### config.mk
export PLATFORM = sky130hd
export DESIGN_NAME = eeg_loader_flat
export DESIGN_NICKNAME = d
export VERILOG_FILES = /design/src/rtl/eeg_loader_pkg.sv /design/src/rtl/eeg_loader_if.sv /design/src/rtl/eeg_loader_adc_to_fx.sv /design/src/rtl/eeg_loader.sv /design/src/flat_wrapper.sv
export SDC_FILE = /design/constraint.sdc
export NUM_CORES = 1
export LEC_CHECK = 0
export ABC_AREA = 1
export CAP_MARGIN = 20
export CORE_MARGIN = 2
export CORE_UTILIZATION = 39
export CTS_CLUSTER_DIAMETER = 50
export DETAILED_ROUTE_END_ITERATION = 10
export PLACE_DENSITY_LB_ADDON = 0.25
export SLEW_MARGIN = 20
export SYNTH_ARGS = -nofsm -noshare
export SYNTH_HDL_FRONTEND = slang
export SYNTH_SLANG_ARGS = --single-unit
### constraint.sdc
create_clock -name clk -period 1.2 [get_ports clk]
set_input_delay 0.18 -clock clk [delete_from_list [all_inputs] [get_ports clk]]
set_output_delay 0.18 -clock clk [all_outputs]
set_load 0.05 [all_outputs]
### src/rtl/eeg_loader_pkg.sv
// Shared types and constants for the EEG input loader and its memory interface.
// The EEG_LOADER_MIDSCALE_OFFSET_EN macro (see adc_to_fx) selects signed mid-scale conversion.
package eeg_loader_pkg;

  localparam int NUM_PATCHES          = 60;
  localparam int PATCH_LEN            = 64;
  localparam int NUM_EEG_SAMPLES      = NUM_PATCHES * PATCH_LEN;
  localparam int ADC_MIDSCALE         = 32768;
  localparam int Q_STO_INT_RES_DOUBLE = 20;
  localparam int CNT_W                = 12;

  typedef logic [15:0]        AdcData_t;
  typedef logic [15:0]        IntResAddr_t;
  typedef logic signed [29:0] IntResDouble_t;

  typedef enum logic {
    SINGLE_WIDTH = 1'b0,
    DOUBLE_WIDTH = 1'b1
  } DataWidth_t;

  typedef enum logic [1:0] {
    IDLE = 2'd0,
    LOAD = 2'd1,
    DONE = 2'd2
  } EegLoaderState_t;

  typedef enum int {
    EEG_INPUT_MEM  = 0,
    PATCH_PROJ_MEM = 1
  } MemRegion_t;

  // Element base address of each intermediate-result region.
  localparam int mem_map [2] = '{0, NUM_EEG_SAMPLES};

endpackage

### src/rtl/eeg_loader_if.sv
// ADC sample handshake plus intermediate-result memory write port of the EEG loader.
interface eeg_loader_if
  import eeg_loader_pkg::*;
();

  logic          start;
  logic          eeg_valid;
  AdcData_t      eeg_data;
  logic          eeg_ready;
  logic          wr_en;
  IntResAddr_t   wr_addr;
  IntResDouble_t wr_data;
  DataWidth_t    wr_width;
  logic          busy;
  logic          done;

  modport master (
    output start, eeg_valid, eeg_data,
    input  eeg_ready, wr_en, wr_addr, wr_data, wr_width, busy, done
  );

  modport slave (
    input  start, eeg_valid, eeg_data,
    output eeg_ready, wr_en, wr_addr, wr_data, wr_width, busy, done
  );

endinterface

### src/rtl/eeg_loader_adc_to_fx.sv
// Combinational ADC sample to Q20 double-width conversion.
// EEG_LOADER_MIDSCALE_OFFSET_EN: signed (x-32768)/2^15; otherwise unsigned x/2^16.
module adc_to_fx
  import eeg_loader_pkg::*;
(
  input  AdcData_t      sample,
  output IntResDouble_t fx
);

`ifdef EEG_LOADER_MIDSCALE_OFFSET_EN
  function automatic IntResDouble_t to_fx(input AdcData_t s);
    logic signed [16:0] centred;
    logic signed [21:0] scaled;
    centred = $signed({1'b0, s}) - $signed(17'(ADC_MIDSCALE));
    // 22 significant bits at most, so the widening never saturates.
    scaled  = 22'(centred) <<< 5;
    return IntResDouble_t'(scaled);
  endfunction
`else
  function automatic IntResDouble_t to_fx(input AdcData_t s);
    return IntResDouble_t'({s, 4'b0000});
  endfunction
`endif

  assign fx = to_fx(sample);

endmodule

### src/rtl/eeg_loader.sv
// Loads one window of raw ADC samples into intermediate-result memory as Q20 words.
// Conversion flavour follows EEG_LOADER_MIDSCALE_OFFSET_EN (resolved in adc_to_fx).
module eeg_loader
  import eeg_loader_pkg::*;
#(
  parameter int NUM_SAMPLES = NUM_EEG_SAMPLES,
  parameter int BASE_ADDR   = mem_map[EEG_INPUT_MEM]
) (
  input  logic         clk,
  input  logic         rst,
  eeg_loader_if.slave  bus
);

  localparam IntResAddr_t       BASE     = IntResAddr_t'(BASE_ADDR);
  localparam logic [CNT_W-1:0]  LAST_CNT = CNT_W'(NUM_SAMPLES - 1);

  EegLoaderState_t  state_q, state_d;
  logic [CNT_W-1:0] cnt_q;
  logic             accept_p0;
  logic             last_p0;
  IntResDouble_t    fx_p0;

  logic             vld_p1;
  IntResAddr_t      wr_addr_p1;
  IntResDouble_t    wr_data_p1;

  assign accept_p0 = bus.eeg_valid & (state_q == LOAD);
  assign last_p0   = accept_p0 && (cnt_q == LAST_CNT);

  adc_to_fx u_adc_to_fx (
    .sample (bus.eeg_data),
    .fx     (fx_p0)
  );

  always_comb begin
    state_d = state_q;
    unique case (state_q)
      IDLE:    if (bus.start) state_d = LOAD;
      LOAD:    if (last_p0)   state_d = DONE;
      DONE:    state_d = IDLE;
      default: state_d = IDLE;
    endcase
  end

  always_ff @(posedge clk) begin
    if (rst) begin
      state_q <= IDLE;
      cnt_q   <= '0;
    end else begin
      state_q <= state_d;
      // A start outside IDLE is ignored, so the count only clears on a real launch.
      if (state_q == IDLE && bus.start)
        cnt_q <= '0;
      else if (accept_p0)
        cnt_q <= cnt_q + 1'b1;
    end
  end

  // p0 -> p1: registered memory write of the accepted sample
  always_ff @(posedge clk) begin
    if (rst) begin
      vld_p1     <= 1'b0;
      wr_addr_p1 <= '0;
      wr_data_p1 <= '0;
    end else begin
      vld_p1 <= accept_p0;
      if (accept_p0) begin
        wr_addr_p1 <= BASE + IntResAddr_t'(cnt_q);
        wr_data_p1 <= fx_p0;
      end
    end
  end

  assign bus.eeg_ready = (state_q == LOAD);
  assign bus.busy      = (state_q != IDLE);
  assign bus.done      = (state_q == DONE);
  assign bus.wr_en     = vld_p1;
  assign bus.wr_addr   = wr_addr_p1;
  assign bus.wr_data   = wr_data_p1;
  assign bus.wr_width  = DOUBLE_WIDTH;

endmodule

### src/flat_wrapper.sv
// flat-port wrapper written by rule: the top's interface ports become plain ports
module eeg_loader_flat import eeg_loader_pkg::*;
#(
  parameter int NUM_SAMPLES = NUM_EEG_SAMPLES,
  parameter int BASE_ADDR   = mem_map[EEG_INPUT_MEM]
)
  (clk, rst, bus_start, bus_eeg_valid, bus_eeg_data, bus_eeg_ready, bus_wr_en, bus_wr_addr, bus_wr_data, bus_wr_width, bus_busy, bus_done);
  eeg_loader_if bus_i ();
  input  logic clk;
  input  logic rst;
  input wire logic [$bits(bus_i.start)-1:0] bus_start;
  input wire logic [$bits(bus_i.eeg_valid)-1:0] bus_eeg_valid;
  input wire logic [$bits(bus_i.eeg_data)-1:0] bus_eeg_data;
  output wire logic [$bits(bus_i.eeg_ready)-1:0] bus_eeg_ready;
  output wire logic [$bits(bus_i.wr_en)-1:0] bus_wr_en;
  output wire logic [$bits(bus_i.wr_addr)-1:0] bus_wr_addr;
  output wire logic [$bits(bus_i.wr_data)-1:0] bus_wr_data;
  output wire logic [$bits(bus_i.wr_width)-1:0] bus_wr_width;
  output wire logic [$bits(bus_i.busy)-1:0] bus_busy;
  output wire logic [$bits(bus_i.done)-1:0] bus_done;
  assign bus_i.start = bus_start;
  assign bus_i.eeg_valid = bus_eeg_valid;
  assign bus_i.eeg_data = bus_eeg_data;
  assign bus_eeg_ready = bus_i.eeg_ready;
  assign bus_wr_en = bus_i.wr_en;
  assign bus_wr_addr = bus_i.wr_addr;
  assign bus_wr_data = bus_i.wr_data;
  assign bus_wr_width = bus_i.wr_width;
  assign bus_busy = bus_i.busy;
  assign bus_done = bus_i.done;
  eeg_loader #(.NUM_SAMPLES(NUM_SAMPLES), .BASE_ADDR(BASE_ADDR)) u_core (.clk(clk), .rst(rst), .bus(bus_i));
endmodule
==> results.ini, run 1 <==
[run_status]
status=complete, but fails checks
violations=setup timing

[cells_and_area]
mostFrequentLayoutCells=69 x nand2_1, 37 x dfxtp_1, 33 x buf_12
nNetsFinal=336
antenna_cells=0
final_common_cell=nand2_1
syn2layout_area_growth_pct=60.3
drive_above_1_share=0.283
design_area_sq_um=2990

[detailed_routing]
firstDrtPassIters=4
viasPerCell=4.60
routedWlPerCell_um=11.4
route.detailed.drc=0
drt_iter0_markers=54
ant_nets=0
wirelength_um=4220
vias=1697

[yosys]
syn-instance-count=244
syn_area_sq_um=1870
synthFlopType=dfxtp_1
avgSynthCellArea_sq_um=7.66
synth_top_area_share=0.461
ys_types=24
yosys_warnings=0
synth_edf_count=0
synthTopCellsByArea=dfxtp_1 46%, nand2_1 14%, a21oi_1 8.6%
synth_top_area_cell=dfxtp_1
ys_seq_area_frac=0.461
async_reset_ff_frac=0
ys_ff_latch=43

[hold_path]
holdCritPathClass=in -> reg

[sta]
setup_viol=4
skew_ps=3.62
fin_ws_ps=-19.3
finalCritPeriodShare=1.02
drv_slew=0
fmax_ghz=0.820
hold_viol_final=0
post-route-min-period_ps=1220
rsz0062_at_grt=true
tns_ps=-66.7

[setup_path]
crit_end=bus_eeg_ready
path_class=reg -> out
crit_start=u_core.state_q[1]
critPathLaunchType=register
crit_chain=inv_2 > buf_6 > nand2_4 > inv_2 > buf_12
rrSetupSlack_ps=-20
crit_buf_inv=4
end_kind=primary output
rr_endpoint=u_core.cnt_q[8]
cpMaxStageDelayCell=dfxtp_2
critPathTopFamily=buffers and inverters
cp.depth=5
cp_common_cell=inv_2
required_ps=1020
max_stage_delay_ps=330
r2r-start=u_core.cnt_q[1]
r2r_cells=9
crit_path_max_fanout=2
crit_arrival_ps=1040

[floorplan]
io_pins=71
die_height_um=73.2
coreArea_sq_um=4660
start_util=0.401
rows=25
die_w_um=73.2
die_area_sq_um=5360

[global_route]
gr-total-overflow=0
grt_antenna_before_repair=0
grt_pass1_vias=1621
grt_pass1_wl_um=6990
grt_max_degree=27
grt_use_total=0.171

[power_and_ir_drop]
total_power_uw=3290
leakage_uw=0.00122
ir_drop_mv=0.607
p_per_area_nw_per_um2=1100

[cts]
clk_pin_slew_worst_paths_ps=80
cts_buffer_depth=2
cts_tree=yes
clock_latency_ps=290
htree_num_levels=2
cts_buffers=5
numClockSinks=43
root_buffer=clkbuf_8

[flow_run]
max_cap_violations=0

[placement]
dp_slack_ps=-326
placed_area_sq_um=2790
dp_hpwl_um=3130
place_congestion=0.879
port-buffer-count=51

-- worst min path at each step --
| stage | startpoint | depth (start not counted) | end | slack, ps |
|---|---|---|---|---|
| final | bus_eeg_data[7] | 3 | u_core.bus.wr_data[11] | 440 |
| after global placement | u_core.cnt_q[11] | 2 | u_core.cnt_q[11] | 450 |
| after global routing | bus_eeg_data[0] | 3 | u_core.bus.wr_data[4] | 440 |
| after detailed placement | u_core.cnt_q[11] | 2 | u_core.cnt_q[11] | 460 |
| after CTS | bus_eeg_data[8] | 3 | u_core.bus.wr_data[12] | 420 |
| after floorplan | bus_eeg_data[7] | 2 | u_core.bus.wr_data[11] | 320 |
-- timing repair --
action / CTS / global route
resized for setup: 12 / 9
pin swaps: 5 / 9
endpoints found under the setup margin: 12 / 17
setup buffers: 5 / 2
cloned: 0 / 0
hold buffers: 0 / 0
-- layer usage --
layer  part of all wire  GRT usage  up-vias
met5                  0          0        -
met4              0.016     0.0741        0
met3              0.045     0.0552        5
met2               0.52      0.291       38
met1               0.42      0.196      781
li1                   -          -      873
-- cells by family after synthesis --
group	after synthesis	synth area share
buf+inv	48	0.143
xor+xnor	1	0.00469
simple gates	107	0.265
other cells	2	0.00402
fa+ha+maj	1	0.00670
flops	43	0.461
compound gates	42	0.116
-- synth_stat cells (2+ instances only) --
| cell | instances |
|---|---|
| nor2_1 | 17 |
| nand4_1 | 4 |
| nor3_1 | 4 |
| conb_1 | 2 |
| dfxtp_1 | 43 |
| a21oi_1 | 32 |
| nand3_1 | 3 |
| buf_4 | 19 |
| clkbuf_1 | 2 |
| inv_1 | 18 |
| nand2_2 | 2 |
| nor2_2 | 2 |
| buf_2 | 7 |
| nand2_1 | 70 |
| o21ai_0 | 9 |
| nand3_4 | 2 |
-- flip-flops by register name, summed over array words and instances, names as in the netlist --
signal              count
u_core.bus.wr_data     16
u_core.bus.wr_addr     12
u_core.cnt_q           12
u_core.state_q          2
u_core.bus.wr_en        1
-- final cells by class --
cell class                 count  area [sq um]
clock buffer                   6          82.6
timing repair buffer          76          1050
multi-input combinational    170           851
inverter                      19          71.3
tap                           54          67.6
fill                         394          1670
clock inverter                 1          5.00
sequential                    43           871
-- power by group --
group | internal, uW | switching [uW]
logic | 345 | 484
clock network | 452 | 478
registers | 1480 | 53.6
-- worst min-delay path, stage by stage --
cell and delay, ps:
clkdlybuf4s50_1 400, nand2_1 60, a21oi_1 50
-- through the flow --
stage / utilization / cells / hold WS, ps
floorplan: - / 261 / 324
global placement: 0.599 / 355 / 451
detailed placement: 0.599 / 355 / 456
CTS: 0.634 / 367 / 424
global route: 0.642 / 369 / 439
finish: 0.642 / 369 / 438
No activity file was read; power rests on OpenSTA's default activity.
==> run 2: changes to the inputs <==
--- a/config.mk
+++ b/config.mk
@@ -11,6 +11,8 @@
 export CORE_UTILIZATION = 39
 export CTS_CLUSTER_DIAMETER = 50
 export DETAILED_ROUTE_END_ITERATION = 10
+export GPL_ROUTABILITY_DRIVEN = 0
+export GPL_TIMING_DRIVEN = 0
 export PLACE_DENSITY_LB_ADDON = 0.25
 export SLEW_MARGIN = 20
 export SYNTH_ARGS = -nofsm -noshare
==> constraint.sdc (replaced) <==
create_clock -name clk -period 1.1 [get_ports clk]
set_input_delay 0.165 -clock clk [delete_from_list [all_inputs] [get_ports clk]]
set_output_delay 0.165 -clock clk [all_outputs]
set_load 0.05 [all_outputs]
==> run 2 against run 1 <==
Effect of this change: the run still ends with setup timing left; count of clock-buffer cells in the layout stayed put; die area stayed put; sequential share of layout area is 0.97 points higher; largest power group unchanged; clock power rose by 0.4%; sequential power increased by 7%; critical path type unchanged.
==> results.ini, run 2 (synthesis results as in run 1) <==
[run_status]
status=complete, but fails checks  ; unchanged
violations=setup timing  ; unchanged

[power_and_ir_drop]
power.clock.fraction=0.267  ; was 0.283
swShare=0.324  ; was 0.309
p_sw_uw=1130  ; was 1020 uW
p_int_uw=2360  ; was 2270 uW
p_comb_frac=0.263  ; was 0.252
p_seq_frac=0.470  ; was 0.465
ir_drop_mv=0.717  ; was 0.607 mV
total_power_uw=3500  ; was 3290 uW
leakage_uw=0.00136  ; was 0.00122 uW
p_per_area_nw_per_um2=1190  ; was 1100 nW/um^2

[sta]
hold_viol_final=0  ; unchanged
setup_viol=40  ; was 4
timing.hold.ws_ps=145  ; was 438 ps
fin_ws_ps=-117  ; was -19.3 ps
fmax_ghz=0.821
drv_slew=0  ; unchanged
skew_ps=7.51  ; was 3.62 ps
post-route-min-period_ps=1220
slew_headroom=0.602
finalCritPeriodShare=1.11
rsz0062_at_grt=true  ; unchanged
worst_slew_pin_slew_ps=598

[placement]
dpl.cell_count=365  ; was 355
dp_hpwl_um=2920  ; was 3130 um
port-buffer-count=50  ; was 51
dp_slack_ps=-442  ; was -326 ps

[cells_and_area]
nNetsFinal=352  ; was 336
drive_above_1_share=0.419  ; was 0.283
fillers=409  ; was 394
mostFrequentLayoutCells=54 x nand2_1, 35 x dfxtp_1, 29 x buf_4  ; was 69 x nand2_1, 37 x dfxtp_1, 33 x buf_12
final_common_cell=nand2_1  ; unchanged
multiInputGateArea_sq_um=1040  ; was 851 sq um
antenna_cells=0  ; unchanged
register_area_sq_um=881  ; was 871 sq um
largest_reg_flops=16  ; unchanged
instances_no_fill=386  ; was 369
syn2layout_area_growth_pct=56.9  ; was 60.3%

[setup_path]
path_class=reg -> out  ; unchanged
critPathLaunchType=register  ; unchanged
required_ps=940  ; was 1020 ps
crit_path_max_fanout=3  ; was 2
crit_arrival_ps=1050  ; was 1040 ps
end_kind=primary output  ; unchanged

[cts]
cts_buffers=5  ; unchanged
clock_latency_ps=290  ; about the same
hold_buffers=0  ; unchanged
cts_tree=yes  ; unchanged
root_buffer=clkbuf_8  ; unchanged
numClockSinks=43  ; unchanged
cts_buffer_depth=2  ; unchanged
htree_num_levels=2  ; unchanged
clk_pin_slew_worst_paths_ps=80  ; about the same

[detailed_routing]
routedWlPerCell_um=11.9  ; was 11.4 um
wirelength_um=4590  ; was 4220 um
drt_iter0_markers=59  ; was 54
vias=1758  ; was 1697
route.detailed.drc=0  ; unchanged
ant_nets=0  ; unchanged
firstDrtPassIters=4  ; unchanged
viasPerCell=4.55  ; was 4.60

[hold_path]
holdCritPathClass=in -> reg  ; unchanged

[floorplan]
io_pins=71  ; unchanged
coreArea_sq_um=4660  ; unchanged
rows=25  ; unchanged
die_height_um=73.2  ; unchanged
die_w_um=73.2  ; unchanged
start_util=0.401  ; unchanged
die_area_sq_um=5360  ; unchanged

[global_route]
grt_pass1_wl_um=6680  ; was 6990 um
grt_antenna_before_repair=0  ; unchanged
grt_max_degree=13  ; was 27
grt_pass1_vias=1465  ; was 1621
grt_use_total=0.161  ; was 0.171
gr-total-overflow=0  ; unchanged

[flow_run]
max_cap_violations=0  ; unchanged

-- run 2: cell types whose count changed in the layout (fill, tap and decap cells not counted), moves of 3 or more --
cell	delta
a21oi_1	-15
a21oi_2	+15
buf_12	-31
buf_2	+27
buf_4	+9
buf_8	+4
clkbuf_1	+3
dfxtp_4	+3
nand2_1	-15
nand2_2	+6
nand2_4	+9
o21ai_0	-7
o21ai_1	+5
-- run 2: per-stage QoR --
stage / area, sq um / setup TNS, ps / util
2_1_floorplan: 1960 / -56.4 / -
3_3_place_gp: 2530 / -20500 / 0.543
3_5_place_dp: 2530 / -20860 / 0.543
4_1_cts: 2590 / -1470 / 0.555
5_1_grt: 2930 / -4340 / 0.629
6_report: 2930 / -1690 / 0.629
-- run 2: area by class of cell --
class,count,area share
clock inverter,2,0.00256
timing repair buffer,62,0.175
buffer,29,0.0854
inverter,19,0.0286
clock buffer,6,0.0248
tap,54,0.0231
timing repair inverter,1,0.00555
multi-input combinational,170,0.355
sequential,43,0.301
-- run 2: worst max-delay path: stages, from the launching register on --
cell	delay (ps)
dfxtp_2	340
inv_2	50
buf_4	130
nor2_4	80
buf_6	160
-- run 2: repair_timing --
action	CTS	global route
setup buffers	5	4
setup endpoints to repair	73	46
pin swaps	8	17
gates resized for setup	190	75
hold endpoints to repair	0	0
gates cloned	1	3
-- run 2: layer usage --
metal,up-vias,track usage,share of wire
li1,904,-,-
met1,810,0.191,0.44
met2,38,0.278,0.50
met3,6,0.0442,0.045
met4,0,0.0556,0.013
met5,-,0,0
-- run 2: path summary, 6_finish.rpt --
check                               from                     end  slack [ps]  cells after the start
setup / recovery       u_core.state_q[1]                bus_done        -120                      4
hold reg to reg   u_core.bus.wr_data[17]  u_core.bus.wr_data[17]         460                      2
hold / removal                       rst  u_core.bus.wr_data[12]         150                      2
setup reg to reg       u_core.state_q[1]         u_core.cnt_q[2]         -80                      8
-- run 2: power groups by stage --
stage                     sequential (uW)  clock [uW]  combinational (uW)
after floorplan                      1850           0                 381
after global placement               1680           0                 775
after detailed placement             1680           0                 780
after CTS                            1640         969                 787
after global routing                 1650        1040                 970
final                                1640         934                 921
